===== src/rtl/csm_rf_arbiter_if.sv =====
// Process A/B ownership + access signals and the register-file port of csm_rf_arbiter.
// slave is the arbiter's view; master is the surrounding csm logic (processes and storage).
interface csm_rf_arbiter_if #(
  parameter int DATA_WIDTH = 32,
  parameter int ADD_WIDTH  = 5
);
  logic                  a_req, a_rel, a_acc, a_we;
  logic [ADD_WIDTH-1:0]  a_addr;
  logic [DATA_WIDTH-1:0] a_wdata;
  logic                  b_req, b_rel, b_acc, b_we;
  logic [ADD_WIDTH-1:0]  b_addr;
  logic [DATA_WIDTH-1:0] b_wdata;

  logic                  a_gnt, b_gnt;
  logic [DATA_WIDTH-1:0] a_rdata, b_rdata;
  logic                  a_rvalid, b_rvalid;
  logic                  a_timeout, b_timeout;

  logic                  rf_we, rf_re;
  logic [ADD_WIDTH-1:0]  rf_addr;
  logic [DATA_WIDTH-1:0] rf_wdata;
  logic [DATA_WIDTH-1:0] rf_rdata;

  modport slave (
    input  a_req, a_rel, a_acc, a_we, a_addr, a_wdata,
    input  b_req, b_rel, b_acc, b_we, b_addr, b_wdata,
    input  rf_rdata,
    output a_gnt, b_gnt, a_rdata, b_rdata, a_rvalid, b_rvalid,
    output a_timeout, b_timeout,
    output rf_we, rf_re, rf_addr, rf_wdata
  );

  modport master (
    output a_req, a_rel, a_acc, a_we, a_addr, a_wdata,
    output b_req, b_rel, b_acc, b_we, b_addr, b_wdata,
    output rf_rdata,
    input  a_gnt, b_gnt, a_rdata, b_rdata, a_rvalid, b_rvalid,
    input  a_timeout, b_timeout,
    input  rf_we, rf_re, rf_addr, rf_wdata
  );
endinterface


===== src/rtl/csm_rf_arbiter.sv =====
// Round-robin ownership arbiter for the shared csm register file, registered access path.
// Define CSM_HOLD_TIMEOUT_EN to force a revoke after MAX_HOLD granted cycles.
module csm_rf_arbiter #(
  parameter int DATA_WIDTH = 32,
  parameter int ADD_WIDTH  = 5,
  parameter int MAX_HOLD   = 64
) (
  input logic             clk,
  input logic             reset,
  csm_rf_arbiter_if.slave bus
);
  typedef enum logic [1:0] {IDLE, GRANT_A, GRANT_B, REVOKE} state_e;

  state_e                state_q;
  logic                  rr_q;
  logic                  a_gnt_q, b_gnt_q;
  logic                  rf_we_q, rf_re_q, rd_tag_q;
  logic [ADD_WIDTH-1:0]  rf_addr_q;
  logic [DATA_WIDTH-1:0] rf_wdata_q;
  logic [DATA_WIDTH-1:0] a_rdata_q, b_rdata_q;
  logic                  a_rvalid_q, b_rvalid_q;

  logic                  pick_a, pick_b, hold_expired;
  logic                  own_acc, own_we;
  logic [ADD_WIDTH-1:0]  own_addr;
  logic [DATA_WIDTH-1:0] own_wdata;

  // An out-of-range MAX_HOLD leaves this marker block in the elaborated hierarchy.
  if (MAX_HOLD < 2 || MAX_HOLD > 65535) begin : g_max_hold_out_of_range
  end

  // rr_q=0 favours A on contention, rr_q=1 favours B.
  assign pick_a = bus.a_req && (!bus.b_req || !rr_q);
  assign pick_b = bus.b_req && (!bus.a_req ||  rr_q);

  always_comb begin
    own_acc   = 1'b0;
    own_we    = 1'b0;
    own_addr  = '0;
    own_wdata = '0;
    if (state_q == GRANT_A) begin
      own_acc   = bus.a_acc;
      own_we    = bus.a_we;
      own_addr  = bus.a_addr;
      own_wdata = bus.a_wdata;
    end else if (state_q == GRANT_B) begin
      own_acc   = bus.b_acc;
      own_we    = bus.b_we;
      own_addr  = bus.b_addr;
      own_wdata = bus.b_wdata;
    end
  end

  always_ff @(posedge clk or posedge reset) begin
    if (reset) begin
      state_q <= IDLE;
      rr_q    <= 1'b0;
      a_gnt_q <= 1'b0;
      b_gnt_q <= 1'b0;
    end else begin
      case (state_q)
        GRANT_A: if (bus.a_rel || hold_expired) begin
          state_q <= REVOKE;
          a_gnt_q <= 1'b0;
        end
        GRANT_B: if (bus.b_rel || hold_expired) begin
          state_q <= REVOKE;
          b_gnt_q <= 1'b0;
        end
        // IDLE and REVOKE both arbitrate; each grant hands priority to the other side.
        default: begin
          if (pick_a) begin
            state_q <= GRANT_A;
            a_gnt_q <= 1'b1;
            rr_q    <= 1'b1;
          end else if (pick_b) begin
            state_q <= GRANT_B;
            b_gnt_q <= 1'b1;
            rr_q    <= 1'b0;
          end else begin
            state_q <= IDLE;
          end
        end
      endcase
    end
  end

  // Read data returns to whoever issued the read, tracked by rd_tag_q (1 = B).
  always_ff @(posedge clk or posedge reset) begin
    if (reset) begin
      rf_we_q    <= 1'b0;
      rf_re_q    <= 1'b0;
      rd_tag_q   <= 1'b0;
      rf_addr_q  <= '0;
      rf_wdata_q <= '0;
      a_rdata_q  <= '0;
      b_rdata_q  <= '0;
      a_rvalid_q <= 1'b0;
      b_rvalid_q <= 1'b0;
    end else begin
      rf_we_q <= own_acc && own_we;
      rf_re_q <= own_acc && !own_we;
      if (own_acc) begin
        rf_addr_q  <= own_addr;
        rf_wdata_q <= own_wdata;
        rd_tag_q   <= (state_q == GRANT_B);
      end
      a_rvalid_q <= rf_re_q && !rd_tag_q;
      b_rvalid_q <= rf_re_q &&  rd_tag_q;
      if (rf_re_q && !rd_tag_q) a_rdata_q <= bus.rf_rdata;
      if (rf_re_q &&  rd_tag_q) b_rdata_q <= bus.rf_rdata;
    end
  end

`ifdef CSM_HOLD_TIMEOUT_EN
  logic [15:0] hold_q;
  logic        a_timeout_q, b_timeout_q;

  assign hold_expired = (hold_q == 16'(MAX_HOLD - 1));

  // Counter is zero outside a grant, so every new grant starts counting from 0.
  always_ff @(posedge clk or posedge reset) begin
    if (reset) begin
      hold_q      <= '0;
      a_timeout_q <= 1'b0;
      b_timeout_q <= 1'b0;
    end else begin
      hold_q      <= (state_q == GRANT_A || state_q == GRANT_B) ? hold_q + 16'd1 : '0;
      a_timeout_q <= (state_q == GRANT_A) && hold_expired && !bus.a_rel;
      b_timeout_q <= (state_q == GRANT_B) && hold_expired && !bus.b_rel;
    end
  end

  assign bus.a_timeout = a_timeout_q;
  assign bus.b_timeout = b_timeout_q;
`else
  assign hold_expired  = 1'b0;
  assign bus.a_timeout = 1'b0;
  assign bus.b_timeout = 1'b0;
`endif

  assign bus.a_gnt    = a_gnt_q;
  assign bus.b_gnt    = b_gnt_q;
  assign bus.rf_we    = rf_we_q;
  assign bus.rf_re    = rf_re_q;
  assign bus.rf_addr  = rf_addr_q;
  assign bus.rf_wdata = rf_wdata_q;
  assign bus.a_rdata  = a_rdata_q;
  assign bus.b_rdata  = b_rdata_q;
  assign bus.a_rvalid = a_rvalid_q;
  assign bus.b_rvalid = b_rvalid_q;
endmodule


===== src/flat_wrapper.sv =====
// flat-port wrapper written by rule: the top's interface ports become plain ports
module csm_rf_arbiter_flat 
#(
  parameter int DATA_WIDTH = 32,
  parameter int ADD_WIDTH  = 5,
  parameter int MAX_HOLD   = 64
)
  (clk, reset, bus_a_req, bus_a_rel, bus_a_acc, bus_a_we, bus_a_addr, bus_a_wdata, bus_b_req, bus_b_rel, bus_b_acc, bus_b_we, bus_b_addr, bus_b_wdata, bus_rf_rdata, bus_a_gnt, bus_b_gnt, bus_a_rdata, bus_b_rdata, bus_a_rvalid, bus_b_rvalid, bus_a_timeout, bus_b_timeout, bus_rf_we, bus_rf_re, bus_rf_addr, bus_rf_wdata);
  csm_rf_arbiter_if #(.DATA_WIDTH(DATA_WIDTH), .ADD_WIDTH(ADD_WIDTH)) bus_i ();
  input logic clk;
  input logic reset;
  input wire logic [$bits(bus_i.a_req)-1:0] bus_a_req;
  input wire logic [$bits(bus_i.a_rel)-1:0] bus_a_rel;
  input wire logic [$bits(bus_i.a_acc)-1:0] bus_a_acc;
  input wire logic [$bits(bus_i.a_we)-1:0] bus_a_we;
  input wire logic [$bits(bus_i.a_addr)-1:0] bus_a_addr;
  input wire logic [$bits(bus_i.a_wdata)-1:0] bus_a_wdata;
  input wire logic [$bits(bus_i.b_req)-1:0] bus_b_req;
  input wire logic [$bits(bus_i.b_rel)-1:0] bus_b_rel;
  input wire logic [$bits(bus_i.b_acc)-1:0] bus_b_acc;
  input wire logic [$bits(bus_i.b_we)-1:0] bus_b_we;
  input wire logic [$bits(bus_i.b_addr)-1:0] bus_b_addr;
  input wire logic [$bits(bus_i.b_wdata)-1:0] bus_b_wdata;
  input wire logic [$bits(bus_i.rf_rdata)-1:0] bus_rf_rdata;
  output wire logic [$bits(bus_i.a_gnt)-1:0] bus_a_gnt;
  output wire logic [$bits(bus_i.b_gnt)-1:0] bus_b_gnt;
  output wire logic [$bits(bus_i.a_rdata)-1:0] bus_a_rdata;
  output wire logic [$bits(bus_i.b_rdata)-1:0] bus_b_rdata;
  output wire logic [$bits(bus_i.a_rvalid)-1:0] bus_a_rvalid;
  output wire logic [$bits(bus_i.b_rvalid)-1:0] bus_b_rvalid;
  output wire logic [$bits(bus_i.a_timeout)-1:0] bus_a_timeout;
  output wire logic [$bits(bus_i.b_timeout)-1:0] bus_b_timeout;
  output wire logic [$bits(bus_i.rf_we)-1:0] bus_rf_we;
  output wire logic [$bits(bus_i.rf_re)-1:0] bus_rf_re;
  output wire logic [$bits(bus_i.rf_addr)-1:0] bus_rf_addr;
  output wire logic [$bits(bus_i.rf_wdata)-1:0] bus_rf_wdata;
  assign bus_i.a_req = bus_a_req;
  assign bus_i.a_rel = bus_a_rel;
  assign bus_i.a_acc = bus_a_acc;
  assign bus_i.a_we = bus_a_we;
  assign bus_i.a_addr = bus_a_addr;
  assign bus_i.a_wdata = bus_a_wdata;
  assign bus_i.b_req = bus_b_req;
  assign bus_i.b_rel = bus_b_rel;
  assign bus_i.b_acc = bus_b_acc;
  assign bus_i.b_we = bus_b_we;
  assign bus_i.b_addr = bus_b_addr;
  assign bus_i.b_wdata = bus_b_wdata;
  assign bus_i.rf_rdata = bus_rf_rdata;
  assign bus_a_gnt = bus_i.a_gnt;
  assign bus_b_gnt = bus_i.b_gnt;
  assign bus_a_rdata = bus_i.a_rdata;
  assign bus_b_rdata = bus_i.b_rdata;
  assign bus_a_rvalid = bus_i.a_rvalid;
  assign bus_b_rvalid = bus_i.b_rvalid;
  assign bus_a_timeout = bus_i.a_timeout;
  assign bus_b_timeout = bus_i.b_timeout;
  assign bus_rf_we = bus_i.rf_we;
  assign bus_rf_re = bus_i.rf_re;
  assign bus_rf_addr = bus_i.rf_addr;
  assign bus_rf_wdata = bus_i.rf_wdata;
  csm_rf_arbiter #(.DATA_WIDTH(DATA_WIDTH), .ADD_WIDTH(ADD_WIDTH), .MAX_HOLD(MAX_HOLD)) u_core (.clk(clk), .reset(reset), .bus(bus_i));
endmodule

===== config.mk =====
export PLATFORM = sky130hd
export DESIGN_NAME = csm_rf_arbiter_flat
export DESIGN_NICKNAME = d
export VERILOG_FILES = /design/src/rtl/csm_rf_arbiter_if.sv /design/src/rtl/csm_rf_arbiter.sv /design/src/flat_wrapper.sv
export SDC_FILE = /design/constraint.sdc
export NUM_CORES = 1
export LEC_CHECK = 0
export CORE_UTILIZATION = 25
export CTS_BUF_LIST = sky130_fd_sc_hd__clkbuf_16
export CTS_CLUSTER_SIZE = 16
export DETAILED_ROUTE_END_ITERATION = 16
export GPL_ROUTABILITY_DRIVEN = 0
export SYNTH_ARGS = -nofsm -noshare
export SYNTH_HDL_FRONTEND = slang
export SYNTH_SLANG_ARGS = --single-unit

===== constraint.sdc =====
create_clock -name clk -period 3.7 [get_ports clk]
set_clock_uncertainty 0.1 [all_clocks]
set_input_delay 0.37 -clock clk [delete_from_list [all_inputs] [get_ports clk]]
set_output_delay 0.37 -clock clk [all_outputs]
set_load 0.01 [all_outputs]

==> results of run 1 <==
[cell usage after synthesis, drive strengths merged]
cell,count,share of area
buf,19,0.027
nor2b,2,0.0026
dfrtp,111,0.58
nand2,74,0.058
a22o,3,0.0055
a21boi,1,0.0016
a21oi,3,0.0031
a22oi,1,0.0016
ha,2,0.0052
nand2b,1,0.0013
and2,1,0.0018
o31ai,2,0.0031
clkbuf,7,0.0055
mux2,102,0.25
a21bo,1,0.0021
inv,9,0.0070
mux2i,1,0.0021
o21ai,36,0.038
a31oi,3,0.0070
nor2,1,0.00078
o221ai,1,0.0018
conb,1,0.00078
[metal layers]
metal	global-route usage	vias to the layer above	wire (um)
met2	0.2150	153	5957
met5	0	-	0
met3	0.03350	13	881
met4	0.04748	0	174
li1	-	1725	-
met1	0.1530	1728	5189
[cells by family (layout without fill, tap and decap cells)]
| group | after synthesis | count (layout) | synth area share |
|---|---|---|---|
| buf+inv | 35 | 254 | 0.03988 |
| other cells | 1 | 2 | 0.0007813 |
| compound gates | 51 | 51 | 0.06335 |
| simple gates | 79 | 79 | 0.06439 |
| mux | 103 | 103 | 0.2477 |
| flops | 111 | 111 | 0.5787 |
| fa+ha+maj | 2 | 2 | 0.005213 |
[sequential cells by signal, indices dropped and copies added (netlist names)]
| signal | flops |
|---|---|
| u_core.bus.a_rdata | 32 |
| u_core.bus.b_rvalid | 1 |
| u_core.rd_tag_q | 1 |
| u_core.bus.b_gnt | 1 |
| u_core.bus.rf_we | 1 |
| u_core.bus.a_rvalid | 1 |
| u_core.rr_q | 1 |
| u_core.bus.rf_addr | 5 |
| u_core.bus.rf_re | 1 |
| u_core.bus.rf_wdata | 32 |
| u_core.state_q | 2 |
| u_core.bus.a_gnt | 1 |
| u_core.bus.b_rdata | 32 |
[power by group]
group / switching, mW / internal (mW) / total, mW
Combinational: 1.17 / 1.70 / 2.87
Sequential: 0.278 / 1.76 / 2.03
Clock: 0.432 / 0.458 / 0.890
Total: 1.88 / 3.92 / 5.80
[worst register-to-register path, cell delays in order (launching register included)]
cell and delay [ns]:
dfrtp_1 0.38, inv_1 0.08, ha_2 0.20, inv_1 0.10, a31oi_4 0.62, buf_12 0.26, mux2_2 0.36
[worst max-delay path by stage]
stage	startpoint	endpoint	slack (ns)	depth (start not counted)
detailed placement	bus_a_acc	u_core.bus.rf_wdata[7]	1.19	5
floorplan	reset	u_core.bus.a_gnt	0.30	1
global placement	bus_a_acc	u_core.bus.rf_wdata[7]	1.28	5
CTS	u_core.state_q[1]	u_core.bus.rf_wdata[7]	1.47	6
finish	u_core.state_q[1]	u_core.bus.rf_wdata[7]	1.49	6
global route	u_core.state_q[1]	u_core.bus.rf_wdata[7]	1.34	6
[placed cells by master, fill, tap and decap left out, types with 3 or more instances in the layout]
cell type        instances
clkdlybuf4s50_1        222
dfrtp_1                111
mux2_2                  94
nand2_1                 74
o21ai_0                 33
clkbuf_16                9
inv_1                    8
mux2_4                   8
buf_4                    5
a22o_1                   3
o21ai_1                  3
a21oi_1                  3
[cell type report]
cell class / count / area (sq um)
Clock buffer: 9 / 225.2
Fill cell: 1770 / 11250
Tap cell: 234 / 292.8
Clock inverter: 7 / 48.80
Timing Repair Buffer: 229 / 2300
Inverter: 9 / 36.28
Sequential cell: 111 / 2778
Multi-Input combinational cell: 237 / 1837
==> impl_metrics.toml, run 1 <==
[placed_design]
pre_cts_slack_ns = 1.193
place_area_sq_mm = 0.007243
hpwl_um = 8868
place_inst = 820
numPortBuffers = 222

[die]
core_sq_mm = 0.01877
die_w_um = 140.6
rows = 50
fp.dieArea_sq_mm = 0.01976
num_io_pins = 225
die_h_um = 140.6
initial_core_util = 0.2557

[flow_run]
drv_cap = 0

[clock_network]
clock_latency_ns = 0.34
cts_max_level = 3
clkSlewWorstSetupHoldPaths_ns = 0.07
root_buffer = "clkbuf_16"
post-cts-setup-buffers = 0
numCtsBuffers = 9
cts_tree = "done"
cts_resized = 0
clock_sinks = 111
hold_buffers = 0
clockBufferDepth = 2

[worst_setup_path]
crit_buf_inv = 3
rrSetupSlack_ns = 1.49
crit_top_cell = "inv_1"
path_delay_family = "compound AO/OA/AOI/OAI gates"
slowest_stage = "a31oi_4"
cpPeakStageDelay_ns = 0.62
crit_type = "flip-flop to flip-flop"
arrival_ns = 2.34
crit_required_ns = 3.83
regToRegStartpoint = "u_core.state_q[1]"
setup.worst_path.start_class = "flip-flop"
critPathCaptureType = "flip-flop"
cp_max_fo = 20
path_cells = "inv_1 -> ha_2 -> inv_1 -> a31oi_4 -> buf_12 -> mux2_2"
rr_endpoint = "u_core.bus.rf_wdata[7]"
r2r_cells = 6

[global_route]
overflow = 0
grt_pass1_wl_um = 19600
grt_max_degree = 79
antenna_found_initial = 0
grt_pass1_vias = 3849
grt_util_all_layers = 0.1264

[min_path]
hp-class = "primary input to async pin"

[synthesis]
yosysUniqueCellTypes = 29
synth-seq-area-share = 0.5787
postSynthCellCount = 382
synth_area_sq_mm = 0.004800
syn_area_per_cell_sq_um = 12.56
synth-seq-cells = 111
synth.yosys.warnings = 0

[timing]
setup-tns-final_ns = 0
slew_viol_final = 0
setup_slack_ns = 1.492
report.final.hold_viol_count = 0
min_period_ns = 2.208
fin_crit_sh = 0.5967
holdWs_ns = 0.2379
maxSlewHeadroom = 0.4894
rsz0062_at_grt = "false"
fmaxAchievable_mhz = 452.9
setup_viol = 0
worstMarginPinSlew_ns = 0.7660

[outcome]
status = "completed"

[power_and_ir_drop]
p_per_area_mw_per_mm2 = 771.2
ir_drop_uv = 263.7
finalPower_mw = 5.798
p_leak_nw = 3.156

[finish]
drive_gt1_frac = 0.2126
antenna_cells = 0
fin_cells = 836
syn2layout_area_growth_pct = 56.62
final_nets = 715
utilization = 0.4005
final_area_sq_mm = 0.007517

[detailed_routing]
wl_um = 12200
ant_nets = 0
post_drt_wl_per_cell_um = 14.60
drt-initial-drc-count = 103
routed_via_density = 4.329
num_vias = 3619
drt-pass1-iter-count = 4
drc = 0
No activity file was read; power rests on OpenSTA's default activity.
==> inputs of run 2 (changes only) <==
==> constraint.sdc (replaced) <==
create_clock -name clk -period 1.85 [get_ports clk]
set_clock_uncertainty 0.1 [all_clocks]
set_input_delay 0.185 -clock clk [delete_from_list [all_inputs] [get_ports clk]]
set_output_delay 0.185 -clock clk [all_outputs]
set_load 0.01 [all_outputs]
==> run 2 against run 1 <==
  * Register-to-register slack worse by 1.4 ns
  * Sequential share of layout area is 0.66 points lower
  * Setup slack worse by 1.4 ns
  * Non-clock buffer count is 3 higher
  * Flip-flop and latch count stayed put
  * Largest cell class unchanged
==> impl_metrics.toml, run 2 (synthesis results as in run 1) <==
[timing]
holdWs_ns = 0.2015
setup_viol = 0
slew_viol_final = 0
report.final.hold_viol_count = 0
min_period_ns = 1.774
fin_crit_sh = 0.9590
setup-tns-final_ns = 0
fmaxAchievable_mhz = 563.6
rsz0062_at_grt = "false"

[finish]
drive_gt1_frac = 0.2215
antenna_cells = 0
final_cell_mix = "clkdlybuf4s50_1 (222), dfrtp_1 (111), mux2_2 (94)"
syn2layout_area_growth_pct = 59.46
final_common_cell = "clkdlybuf4s50_1"
final_nets = 718

[power_and_ir_drop]
finalPower_mw = 11.92
p_per_area_mw_per_mm2 = 1558
p_leak_nw = 3.204
ir_drop_uv = 659.2

[worst_setup_path]
critPathCaptureType = "flip-flop"
slowest_stage = "dfrtp_1"
crit_required_ns = 1.98
setup.worst_path.start_class = "flip-flop"
crit_type = "flip-flop to flip-flop"
arrival_ns = 1.91
cpPeakStageDelay_ns = 0.43
path_cells = "ha_4 -> and2_4 -> a31oi_4 -> buf_12 -> mux2_2"
cp_max_fo = 22

[detailed_routing]
num_vias = 3675
routed_via_density = 4.380
drt-initial-drc-count = 100
wl_um = 12310
ant_nets = 0
drt-pass1-iter-count = 4
post_drt_wl_per_cell_um = 14.67
drc = 0

[die]
num_io_pins = 225
initial_core_util = 0.2557
fp.dieArea_sq_mm = 0.01976
die_w_um = 140.6
rows = 50
die_h_um = 140.6
core_sq_mm = 0.01877

[clock_network]
clock_latency_ns = 0.34
cts_max_level = 3
clock_sinks = 111
post-cts-setup-buffers = 0
root_buffer = "clkbuf_16"
cts_tree = "done"
clkSlewWorstSetupHoldPaths_ns = 0.07
clockBufferDepth = 2
numCtsBuffers = 9
hold_buffers = 0

[placed_design]
hpwl_um = 9054
numPortBuffers = 222

[global_route]
grt_pass1_vias = 3874
antenna_found_initial = 0
overflow = 0
grt_util_all_layers = 0.1279
grt_max_degree = 67
grt_pass1_wl_um = 19730

[outcome]
status = "completed"

[min_path]
hp-class = "primary input to async pin"

[flow_run]
drv_cap = 0
-- run 2: stage by stage --
step	instance area, sq um	util	setup WS [ns]	std cells
after detailed placement	7342	0.3912	0.01069	823
after global placement	7342	0.3912	0.04079	823
after global routing	7654	0.4078	0.01388	839
after CTS	7649	0.4075	0.03296	839
final	7654	0.4078	0.07583	839
after floorplan	4807	-	0.05186	383
-- run 2: path summary, 6_finish.rpt --
path / startpoint / endpoint / slack, ns / cells after the start
max in group asynchronous: reset / u_core.bus.a_rdata[7] / 1.10 / 3
min in group clk: bus_rf_rdata[10] / u_core.bus.a_rdata[10] / 0.37 / 2
worst max register to register: u_core.state_q[0] / u_core.bus.rf_wdata[24] / 0.08 / 5
worst min register to register: u_core.bus.a_rdata[15] / u_core.bus.a_rdata[15] / 0.40 / 1
worst min-delay path: reset / u_core.bus.rf_addr[1] / 0.20 / 3
worst max-delay path: u_core.state_q[0] / u_core.bus.rf_wdata[24] / 0.08 / 5
-- run 2: layer usage --
| metal | vias up | wire, um | global-route usage |
|---|---|---|---|
| met3 | 10 | 882 | 0.03761 |
| met4 | 0 | 148 | 0.04691 |
| met1 | 1780 | 5172 | 0.1509 |
| met5 | - | 0 | 0 |
| met2 | 152 | 6104 | 0.2200 |
| li1 | 1733 | - | - |
-- run 2: timing repair --
item,4_1_cts,5_1_grt
gates resized for setup,1,3
endpoints found under the setup margin,3,16
gates cloned,0,0
-- run 2: area by class of cell --
type / count / area, sq um
fillers: 1759 / 11110
flip-flops and latches: 111 / 2778
repair buffers: 232 / 2397
multi-input cells: 237 / 1852
well taps: 234 / 292.8
clock buffers: 9 / 225.2
clock inverters: 7 / 71.32
inverters: 9 / 37.54
-- run 2: critical path: cells and delay by family (launching register included) --
| family | cells | cell delay (ns) |
|---|---|---|
| muxes | 1 | 0.35 |
| DFF | 1 | 0.43 |
| adders and majority gates | 1 | 0.20 |
| and+or+nand+nor | 1 | 0.15 |
| AOI/OAI and AO/OA | 1 | 0.21 |
| buffers and inverters | 1 | 0.22 |
-- run 2: power by group --
group / internal, mW / switching, mW / leakage (nW)
clock: 1.05 / 0.877 / 0.141
combinational: 3.57 / 2.34 / 1.71
sequential: 3.51 / 0.573 / 1.35
total: 8.13 / 3.79 / 3.20
==> inputs of run 3 (changes only) <==
--- a/config.mk
+++ b/config.mk
@@ -5,11 +5,14 @@
 export SDC_FILE = /design/constraint.sdc
 export NUM_CORES = 1
 export LEC_CHECK = 0
+export CELL_PAD_IN_SITES_DETAIL_PLACEMENT = 1
+export CELL_PAD_IN_SITES_GLOBAL_PLACEMENT = 1
 export CORE_UTILIZATION = 25
 export CTS_BUF_LIST = sky130_fd_sc_hd__clkbuf_16
 export CTS_CLUSTER_SIZE = 16
 export DETAILED_ROUTE_END_ITERATION = 16
 export GPL_ROUTABILITY_DRIVEN = 0
+export PLACE_DENSITY_LB_ADDON = 0.1
 export SYNTH_ARGS = -nofsm -noshare
 export SYNTH_HDL_FRONTEND = slang
 export SYNTH_SLANG_ARGS = --single-unit
==> run 3 against run 2 <==
  * Wire length increased by 11%
  * Utilization grew 0.39 points
  * Clock power rose by 8%
  * Setup slack worse by 0.024 ns
  * Non-clock buffer count up 5
  * First-iteration DRC count rose by 2.0%
  * Register-to-register slack lost 0.02 ns
  * Worst hold slack got worse by 0.13 ns
==> impl_metrics.toml, run 3 (synthesis results as in run 1) <==
[die]
rows = 50
die_w_um = 140.6
num_io_pins = 225
core_sq_mm = 0.01877
fp.dieArea_sq_mm = 0.01976
die_h_um = 140.6
initial_core_util = 0.2557

[global_route]
grt_pass1_vias = 4182
grt_pass1_wl_um = 21910
grt_max_degree = 53
antenna_found_initial = 0
overflow = 0
grt_util_all_layers = 0.1437

[power_and_ir_drop]
p_comb_frac = 0.499
p_seq_frac = 0.331
clkPwrFrac = 0.170
p_int_mw = 8.348
p_per_area_mw_per_mm2 = 1584
ir_drop_uv = 433.2
p_leak_nw = 3.253
switching_power_mw = 3.895
netSwitchingFraction = 0.3181

[clock_network]
clockBufferDepth = 2
clkSlewWorstSetupHoldPaths_ns = 0.08
cts_max_level = 3
numCtsBuffers = 9
root_buffer = "clkbuf_16"
clock_sinks = 111
clock_latency_ns = 0.34
cts_tree = "done"

[worst_setup_path]
arrival_ns = 1.93
setup.worst_path.start_class = "flip-flop"
cp_max_fo = 15
critPathCaptureType = "flip-flop"
crit_required_ns = 1.98
crit_type = "flip-flop to flip-flop"

[finish]
final_common_cell = "clkdlybuf4s50_1"
syn2layout_area_growth_pct = 61.00
antenna_cells = 0
final_nets = 723
multiInputGateArea_sq_mm = 0.001849
final.fill_count = 2008
drive_gt1_frac = 0.2279
final_cell_mix = "clkdlybuf4s50_1 (222), dfrtp_1 (111), mux2_2 (94)"
seqCellArea_sq_mm = 0.002778

[detailed_routing]
drt-initial-drc-count = 102
wl_met2_um = 6201
routed_via_density = 4.341
maxUsedRoutingLayer = "met4"
wl_um = 13610
ant_nets = 0
met1Wirelength_um = 5967
num_vias = 3664
met3_length_um = 1249
drt-pass1-iter-count = 4
drc = 0
post_drt_wl_per_cell_um = 16.13

[placed_design]
pre_cts_slack_ns = 0.005610
numPortBuffers = 222
hpwl_um = 10000

[timing]
rsz0062_at_grt = "false"
setup_slack_ns = 0.05176
report.final.hold_viol_count = 0
min_period_ns = 1.798
fin_crit_sh = 0.9720
fmaxAchievable_mhz = 556.1
setup_viol = 0
slew_viol_final = 0
setup-tns-final_ns = 0

[min_path]
hp-class = "primary input to async pin"

[flow_run]
drv_cap = 0

[outcome]
status = "completed"
[run 3: changes by cell type in the layout (fill, tap and decap cells not counted), sizes merged]
cell	previous run	this run
clkbuf	9	10
inv	9	11
bufinv	1	2
clkinv	4	1
buf	10	14
[run 3: stage by stage]
| step | hold slack [ns] | utilization | cell area (sq um) | instances | total power, mW |
|---|---|---|---|---|---|
| after floorplan | 0.1921 | - | 4807 | 383 | 7.048 |
| after global placement | 0.3856 | 0.3907 | 7332 | 825 | 9.992 |
| after detailed placement | 0.3928 | 0.3907 | 7332 | 825 | 10.13 |
| after CTS | 0.06998 | 0.4077 | 7651 | 841 | 12.29 |
| after global routing | 0.09768 | 0.4117 | 7727 | 844 | 13.12 |
| final | 0.07572 | 0.4117 | 7727 | 844 | 12.24 |
[run 3: layer usage]
metal	vias up	global-route usage
met5	-	0
met4	0	0.05320
met3	12	0.04957
met2	159	0.2287
met1	1759	0.1801
li1	1734	-
[run 3: area by class of cell]
type / instances / area share
clock buffers: 9 / 0.02915
clock inverters: 7 / 0.01214
inverters: 9 / 0.004858
multi-input cells: 237 / 0.2393
flip-flops and latches: 111 / 0.3595
well taps: 234 / 0.03789
repair buffers: 237 / 0.3172
[run 3: repair_timing]
item	CTS	global route
hold buffers	0	0
resized for setup	0	5
endpoints found under the setup margin	0	25
buffers inserted	0	1
[run 3: worst paths after layout]
kind | start | end | slack [ns] | cells after the start
max | u_core.state_q[1] | u_core.bus.rf_wdata[4] | 0.05 | 7
min | reset | u_core.bus.b_rdata[25] | 0.08 | 2
max reg2reg | u_core.state_q[1] | u_core.bus.rf_wdata[4] | 0.05 | 7
min reg2reg | u_core.bus.a_rdata[13] | u_core.bus.a_rdata[13] | 0.40 | 1
max in group asynchronous | reset | u_core.bus.b_rdata[6] | 0.98 | 3
min in group clk | bus_rf_rdata[16] | u_core.bus.b_rdata[16] | 0.37 | 2
[run 3: critical path, stage by stage, from the launching register on]
cell	delay, ns
dfrtp_1	0.40
inv_2	0.09
ha_4	0.15
inv_1	0.09
a31oi_4	0.22
buf_12	0.14
buf_12	0.15
mux2_2	0.34
[run 3: power by group through the flow]
stage	Combinational, mW	Clock [mW]	Sequential [mW]
after global placement	5.93	0	4.06
after CTS	6.04	2.18	4.07
after floorplan	2.51	0	4.54
after detailed placement	6.02	0	4.11
after global routing	6.62	2.27	4.23
final	6.11	2.08	4.06
